==> config.mk <==
export PLATFORM = sky130hd
export DESIGN_NAME = draw_write_sched
export DESIGN_NICKNAME = d
export VERILOG_FILES = /design/src/rtl/draw_write_sched.sv
export SDC_FILE = /design/constraint.sdc
export NUM_CORES = 1
export LEC_CHECK = 0
export ABC_AREA = 1
export BUFFER_PORTS_ARGS = -buffer_cell sky130_fd_sc_hd__buf_2
export CORE_UTILIZATION = 45
export CTS_BUF_LIST = sky130_fd_sc_hd__clkbuf_8 sky130_fd_sc_hd__clkbuf_16
export DETAILED_ROUTE_END_ITERATION = 6
export GPL_TIMING_DRIVEN = 0
export PLACE_DENSITY = 0.79
export SLEW_MARGIN = 20
export SYNTH_ARGS = -nofsm -noshare
export SYNTH_HDL_FRONTEND = slang
export SYNTH_SLANG_ARGS = --single-unit
==> constraint.sdc <==
create_clock -name clk -period 4.5 [get_ports clk]
set_clock_uncertainty 0.1 [all_clocks]
set_input_delay 0.45 -clock clk [delete_from_list [all_inputs] [get_ports clk]]
set_output_delay 0.45 -clock clk [all_outputs]
set_load 0.03 [all_outputs]
==> src/rtl/draw_write_sched.sv <==
// -----------------------------------------------------------------------------
// draw_write_sched
//
// Sequences paired framebuffer writes on a dual-port memory. Every beat writes
// one even/odd pixel pair: port A gets {ptr,0}, port B gets {ptr,1}. Two
// requesters share the memory: a region-clear channel (writes CLEAR_VAL) and
// a draw channel (streams pixel pairs). Jobs are granted round-robin from
// IDLE, one at a time, and run to completion without preemption. A job whose
// range would run past the last pair is clipped to end on pair 2^PW-1.
//
// Ports
//   clk, reset            system clock; synchronous active-high reset
//   clr_req/base/len      clear job request (level, held until clr_ack)
//   clr_ack               one-cycle pulse: clear job accepted
//   drw_req/base/len      draw job request (level, held until drw_ack)
//   drw_ack               one-cycle pulse: draw job accepted
//   px_valid, px_a, px_b  incoming pixel pair (even, odd)
//   px_ready              pixel pair consumed this cycle
//   mem_ready             memory accepts a write this cycle
//   mem_we                write strobe for both ports
//   mem_addr_a/b          {ptr,0} / {ptr,1}
//   mem_din_a/b           write data, zero when not writing
//   busy                  any state other than IDLE
//   done                  one-cycle pulse, job finished
//   done_src              with done: 0 = clear, 1 = draw
//   clip                  with done: job length was clipped
// -----------------------------------------------------------------------------
module draw_write_sched #(
    parameter int unsigned   PW        = 13,
    parameter int unsigned   DW        = 8,
    parameter logic [DW-1:0] CLEAR_VAL = '0
) (
    input  logic          clk,
    input  logic          reset,
    input  logic          clr_req,
    input  logic [PW-1:0] clr_base,
    input  logic [PW-1:0] clr_len,
    output logic          clr_ack,
    input  logic          drw_req,
    input  logic [PW-1:0] drw_base,
    input  logic [PW-1:0] drw_len,
    output logic          drw_ack,
    input  logic          px_valid,
    input  logic [DW-1:0] px_a,
    input  logic [DW-1:0] px_b,
    output logic          px_ready,
    input  logic          mem_ready,
    output logic          mem_we,
    output logic [PW:0]   mem_addr_a,
    output logic [PW:0]   mem_addr_b,
    output logic [DW-1:0] mem_din_a,
    output logic [DW-1:0] mem_din_b,
    output logic          busy,
    output logic          done,
    output logic          done_src,
    output logic          clip
);

    typedef enum logic [1:0] {
        S_IDLE  = 2'd0,
        S_CLEAR = 2'd1,
        S_DRAW  = 2'd2,
        S_FIN   = 2'd3
    } state_t;

    state_t        r_state;
    state_t        w_state_nxt;
    logic [PW-1:0] r_ptr;
    logic [PW-1:0] r_rem;
    logic          r_last_draw;   // last granted channel; also the running job's source
    logic          r_clip;

    logic          w_idle;
    logic          w_grant_clr;
    logic          w_grant_drw;
    logic          w_grant;
    logic [PW-1:0] w_base;
    logic [PW-1:0] w_len;
    logic [PW:0]   w_end;
    logic          w_clip;
    logic [PW-1:0] w_room;
    logic [PW-1:0] w_eff_len;
    logic          w_beat;

    // ------------------------------------------------------------------
    // Arbitration: a lone request wins; on a tie the channel that did not
    // win last time is granted.
    // ------------------------------------------------------------------
    assign w_idle      = (r_state == S_IDLE);
    assign w_grant_clr = w_idle & clr_req & (~drw_req | r_last_draw);
    assign w_grant_drw = w_idle & drw_req & (~clr_req | ~r_last_draw);
    assign w_grant     = w_grant_clr | w_grant_drw;

    assign w_base = w_grant_drw ? drw_base : clr_base;
    assign w_len  = w_grant_drw ? drw_len  : clr_len;

    // One extra bit so the end of the range can reach 2^PW without wrapping.
    assign w_end  = {1'b0, w_base} + {1'b0, w_len};
    assign w_clip = (w_end > {1'b1, {PW{1'b0}}});
    // 2^PW - base taken modulo 2^PW; exact whenever clipping, because a
    // clipped job always has base > 0 (len alone never exceeds 2^PW-1).
    assign w_room    = -w_base;
    assign w_eff_len = w_clip ? w_room : w_len;

    // ------------------------------------------------------------------
    // Next state and outputs. Strobes are masked while reset is high so a
    // reset cycle never commits an ack, write or done whose effect the
    // registers are about to discard.
    // ------------------------------------------------------------------
    always_comb begin
        // NOTE: every signal driven here gets a default first, so no path
        // leaves one unassigned and no latch is inferred.
        w_state_nxt = r_state;
        w_beat      = 1'b0;
        clr_ack     = 1'b0;
        drw_ack     = 1'b0;
        px_ready    = 1'b0;
        mem_we      = 1'b0;
        mem_din_a   = '0;
        mem_din_b   = '0;
        done        = 1'b0;
        done_src    = 1'b0;
        clip        = 1'b0;

        case (r_state)
            S_IDLE: begin
                clr_ack = w_grant_clr & ~reset;
                drw_ack = w_grant_drw & ~reset;
                if (w_grant) begin
                    if (w_eff_len == '0) begin
                        w_state_nxt = S_FIN;
                    end else if (w_grant_drw) begin
                        w_state_nxt = S_DRAW;
                    end else begin
                        w_state_nxt = S_CLEAR;
                    end
                end
            end
            S_CLEAR: begin
                w_beat = mem_ready;
                mem_we = w_beat & ~reset;
                if (mem_we) begin
                    mem_din_a = CLEAR_VAL;
                    mem_din_b = CLEAR_VAL;
                end
            end
            S_DRAW: begin
                w_beat   = mem_ready & px_valid;
                mem_we   = w_beat & ~reset;
                px_ready = mem_we;
                if (mem_we) begin
                    mem_din_a = px_a;
                    mem_din_b = px_b;
                end
            end
            S_FIN: begin
                w_state_nxt = S_IDLE;
                done        = ~reset;
                done_src    = ~reset & r_last_draw;
                clip        = ~reset & r_clip;
            end
            default: begin
                w_state_nxt = S_IDLE;
            end
        endcase

        // The beat that consumes the final pair ends the job.
        if (w_beat && (r_rem == PW'(1))) begin
            w_state_nxt = S_FIN;
        end
    end

    // ------------------------------------------------------------------
    // State register
    // ------------------------------------------------------------------
    always_ff @(posedge clk) begin
        // NOTE: registered state is always updated with non-blocking
        // assignments so every flop samples pre-edge values.
        if (reset) begin
            r_state <= S_IDLE;
        end else begin
            r_state <= w_state_nxt;
        end
    end

    // ------------------------------------------------------------------
    // Job registers: latched on grant, stepped on each beat. Stalls simply
    // produce no beat, so pointer and count hold.
    // ------------------------------------------------------------------
    always_ff @(posedge clk) begin
        if (reset) begin
            r_ptr       <= '0;
            r_rem       <= '0;
            r_last_draw <= 1'b1;   // clear wins the first tie after reset
            r_clip      <= 1'b0;
        end else if (w_grant) begin
            r_ptr       <= w_base;
            r_rem       <= w_eff_len;
            r_last_draw <= w_grant_drw;
            r_clip      <= w_clip;
        end else if (w_beat) begin
            r_ptr       <= r_ptr + PW'(1);
            r_rem       <= r_rem - PW'(1);
        end
    end

    assign mem_addr_a = {r_ptr, 1'b0};
    assign mem_addr_b = {r_ptr, 1'b1};
    assign busy       = ~w_idle;

endmodule

# Word level (Yosys, flattened, before mapping)
# Cells that the tools add are included.
[word_totals] inputBits=74 output_inout_bits=52 elab_cells=64 reg_bits=30
[classes] add_sub_neg=4 n_reduce_logical=6 n_bitwise=19 n_eq_ne=5 muxes=24 n_lt_le_gt_ge=1
[ops] op="13-bit two-way mux" n=7
[ops] op="8-bit two-way mux" n=4
[ops] op="13-bit by 13-bit adder with 14-bit output" n=1
[ops] op="14-bit greater-than comparator, second input constant" n=1
[ops] op="13-bit by 1-bit adder with 13-bit output, second input constant" n=1
[ops] op="13-bit by 1-bit == test with 1-bit output, second input constant" n=1
[ops] op="13-bit logical NOT" n=1
[ops] op="13-bit negation" n=1
[ops] op="13-bit by 1-bit subtractor with 13-bit output, second input constant" n=1
[ops] op="1-bit bitwise AND" n=11
[ops] op="2-bit two-way mux" n=4
[ops] op="1-bit two-way mux" n=6
[ops] op="1-bit inverter" n=5
[ops] op="2-bit == test, second input constant" n=2
[ops] op="1-bit one-hot mux with 2 select lines" n=2
[ops] op="2-bit one-hot mux with 2 select lines" n=1
[ops] op="3-bit by 1-bit != test with 1-bit output, second input constant" n=1
[ops] op="1-bit OR" n=3
[ops] op="3-bit nonzero test" n=1
[ops] op="2-bit by 1-bit == test with 1-bit output, second input constant" n=1
[ops] op="2-bit logical NOT" n=1
[ops] op="2-bit AND reduction" n=1
[ops] op="2-bit nonzero test" n=1
[ops] op="1-bit logical AND" n=1

# Depth between registers and ports, before layout
[logic_depth] word_depth=12 mapped_depth=34

# Worst setup path before layout
# No wires, ideal clock.
[synth_path] path_type="flip-flop to flip-flop" startpoint="register r_state[0]" endpoint="register r_state[1]" setup_ps=68 synth_period_minus_slack_ps=3693 path_stages_with_launch=32 slack_ps=807 t_arrival_ps=3525 required_ps=4332 n_path_buf=4 path_cell_list="dfxtp_1 inv_1 ha_1 nand2_2 clkinv_4 nand2_8 buf_6 clkbuf_1 buf_2 nand2_1 o21ai_0 ha_1 nand2_1 inv_1 nand2_1 nand2_1 nand2_1 nand3_1 nor2_1 nand3_1 nor2_2 nand3_2 o21bai_4 buf_6 nand2_1 o21ai_1 nand3_1 nor2_1 nand2_1 nand2_1 nand2_1 a21oi_2"
[synth_between] elab_chain_cells=12
[synth_lines] element="from (decl)" line="66" text="state_t r_state;"
[synth_lines] element="from (signal assigned)" line="182" text="r_state <= w_state_nxt;"
[synth_lines] element="2-bit logical NOT" line="89, 125"
[synth_lines] element="1-bit bitwise AND (2 in series)" line="91" text="assign w_grant_drw = w_idle & drw_req & (~clr_req | ~r_last_draw);"
[synth_lines] element="13-bit two-way mux, on equally long branches" line="94, 95"
[synth_lines] element="13-bit by 13-bit adder with 14-bit output" line="98" text="assign w_end = {1'b0, w_base} + {1'b0, w_len};"
[synth_lines] element="14-bit greater-than comparator" line="99" text="assign w_clip = (w_end > {1'b1, {PW{1'b0}}});"
[synth_lines] element="13-bit two-way mux" line="103" text="assign w_eff_len = w_clip ? w_room : w_len;"
[synth_lines] element="13-bit logical NOT" line="130" text="if (w_eff_len == '0) begin"
[synth_lines] element="2-bit two-way mux" line="130"
[synth_lines] element="2-bit two-way mux" line="129" text="if (w_grant) begin"
[synth_lines] element="2-bit one-hot mux with 2 select lines" line="125" text="case (r_state)"
[synth_lines] element="2-bit two-way mux" line="168" text="if (w_beat && (r_rem == PW'(1))) begin"
# Parallel ways exist; a longest one is shown, timed or not. The select of a mux whose other input is x is not followed.
# A chain may end at the register's enable or synchronous reset.

# Final worst setup path
# Same ends and word-level chain as after synthesis.

==> results.json <==
{
  "status": "complete, no violations",
  "crit_required_ns": 4.63,
  "gp_congestion": 0.951,
  "hold_violations": 0,
  "grtUsageTotal_pct": 25.5,
  "post-route-drc-count": 0,
  "synth_area_sq_um": 3940,
  "critPathMaxFanout": 10,
  "synthDominantCellAreaShare_pct": 17.7,
  "wl_per_cell_microns": 12.2,
  "drive_gt1_share_pct": 26.4,
  "grt-ovfl-total": 0,
  "crit_type": "reg -> reg",
  "synth_xor_xnor_area_share_pct": 2.23,
  "stdcell_count": 922,
  "crit_path_top_delay_cell": "dfxtp_1",
  "area_delta_synth_final_pct": 22.9,
  "cp_top_family": "simple AND/OR/NAND/NOR gates",
  "yosysWarnings": 0,
  "synth_top_area_cell": "nand2_1",
  "setup_viol": 0,
  "initial_core_util_pct": 47.2,
  "firstDrtPassIters": 5,
  "end_kind": "flop",
  "grt_pass1_wl_microns": 18300,
  "root_buffer": "clkbuf_8",
  "critical_path_arrival_ns": 4.24,
  "synthMuxAreaShare_pct": 0.254,
  "boundaryPins": 126,
  "drv_slew": 0,
  "synth_fa_ha_area_share_pct": 5.41,
  "peakVddDrop_v": 0.000214,
  "finalCritPeriodShare_pct": 91.5,
  "start_kind": "flop",
  "nNetsFinal": 907,
  "num_vias": 4643,
  "die_area_sq_um": 9120,
  "layout_commonest_cell": "nand2_1",
  "rsz0062_at_grt": "false",
  "ys_ff_latch": 30,
  "post-dp-hpwl_microns": 9040,
  "met1_length_microns": 4920,
  "antennaDiodeCount": 0,
  "clock_sinks": 30,
  "ys_seq_area_share_pct": 15.3,
  "synthTopCellsByArea": "nand2_1 18%, dfxtp_1 15%, inv_1 11%",
  "critPathMostFrequentCell": "nand2_1",
  "pre_cts_ws_ns": -0.0569,
  "die_x_microns": 95.5,
  "synth_edf_count": 0,
  "ys.flop_type": "dfxtp_1",
  "htree_num_levels": 2,
  "syn_inst": 686,
  "fp.dieH_microns": 95.5,
  "clkTransAtPathRegs_ns": 0.07,
  "fillers": 848,
  "drv_cap": 0,
  "clock_latency_ns": 0.29,
  "dp.cells": 914,
  "syn_area_per_cell_sq_um": 5.74,
  "postCtsHoldBufs": 0,
  "final.min_clock_period_ns": 4.12,
  "clockBufferDepth": 2,
  "antenna_left": 0,
  "wl_met3_microns": 831,
  "relSlewSlack_pct": 56.1,
  "synth-simple-area-share_pct": 43.7,
  "worst_pin_slew_ns": 0.652,
  "tritoncts": "yes",
  "avgViaCountPerCell": 5.04,
  "fin_hold_ws_ns": 0.311,
  "synth_cell_types": 55,
  "hold_path_class": "in -> reg",
  "multiInputGateArea_sq_um": 2670,
  "initialDrtViolationCount": 335,
  "max_stage_delay_ns": 0.36,
  "io_buffers": 123,
  "synth_top_family_by_area": "simple AND/OR/NAND/NOR gates",
  "rows": 33,
  "grt_pass1_vias": 4024,
  "power_density_nw_per_um2": 542,
  "cp_num_buf_inv": 5,
  "async_flop_share_pct": 0,
  "highest_layer": "met4",
  "wl_microns": 11300,
  "cts_made_buffers": 5,
  "coreArea_sq_um": 8340,
  "postLayoutCoreUtil_pct": 58.0,
  "final_cell_mix": "186 x nand2_1, 123 x buf_2, 114 x inv_1",
  "layout_setup_ws_ns": 0.383,
  "antenna_found_initial": 0,
  "wl_met2_microns": 5300,
  "clock.fmax_mhz": 243,
  "leakage_nw": 2.82,
  "seqCellArea_sq_um": 601,
  "grt_max_degree": 20,
  "syn-num-nets": 777,
  "synth-compound-area-share_pct": 15.1
}
==> registers in the layout, indices dropped and copies added (netlist names) <==
register	flops
r_rem	13
r_last_draw	1
r_clip	1
r_state	2
r_ptr	13
==> kinds of logic after synthesis <==
family                   count (synthesis)
AO/OA/AOI/OAI                           92
other                                    2
AND/OR/NAND/NOR                        376
multiplexers                             1
flip-flops                              30
XOR/XNOR                                10
buffers and inverters                  158
adder cells (fa/ha/maj)                 17
==> cell usage after synthesis (8+ instances only) <==
library cell  count
nand4_1          10
ha_1             17
dfxtp_1          30
nor3_1           14
o21ai_0          30
nand2_2          22
inv_1           114
a21oi_1          16
buf_4            17
nand3b_1          8
nand2_1         186
nor2_1           65
nand3_1          49
clkbuf_1          8
==> per-stage QoR <==
stage / instance area [sq um] / power (mW) / TNS (ns)
6_report: 4830 / 2.62 / 0
5_1_grt: 4830 / 2.87 / 0
4_1_cts: 4790 / 2.57 / 0
3_5_place_dp: 4680 / 2.30 / -0.107
3_3_place_gp: 4680 / 2.28 / -0.0523
2_1_floorplan: 3940 / 1.88 / 0
==> repair_timing <==
item	in CTS	in global routing
buffers inserted	0	1
endpoints found under the setup margin	2	3
cloned	0	0
gates resized for setup	1	11
pin swaps	0	1
==> routing by layer <==
metal | track usage, % | up-vias
met2 | 43.3 | 208
met3 | 2.55 | 21
li1 | - | 2416
met1 | 33.1 | 1998
met4 | 9.45 | 0
met5 | 0 | -
==> worst paths after layout <==
| path | cells after the start | startpoint | slack, ns | to |
|---|---|---|---|---|
| worst max-delay path | 26 | r_state[0]$_SDFFE_PP0P_ | 0.38 | r_state[1]$_SDFFE_PP0P_ |
| worst min-delay path | 2 | reset | 0.31 | r_ptr[10]$_SDFFE_PP0P_ |
| worst max register to register | 26 | r_state[0]$_SDFFE_PP0P_ | 0.38 | r_state[1]$_SDFFE_PP0P_ |
| worst min register to register | 2 | r_ptr[12]$_SDFFE_PP0P_ | 0.41 | r_ptr[12]$_SDFFE_PP0P_ |
==> final cells by class <==
cell class / instances / share of cell area (%)
flip-flops and latches: 30 / 12.4
clock buffers: 8 / 2.28
well taps: 105 / 2.72
plain buffers: 34 / 4.89
multi-input cells: 498 / 55.2
repair buffers: 124 / 12.9
inverters: 123 / 9.65
==> where the power goes <==
group | leakage (nW) | total (mW) | internal, mW | switching [mW]
sequential | 0.249 | 0.470 | 0.367 | 0.102
combinational | 2.51 | 1.89 | 0.661 | 1.23
clock | 0.0575 | 0.263 | 0.154 | 0.108
total | 2.82 | 2.62 | 1.18 | 1.44
Note: power is estimated with default switching activity, not from simulation.
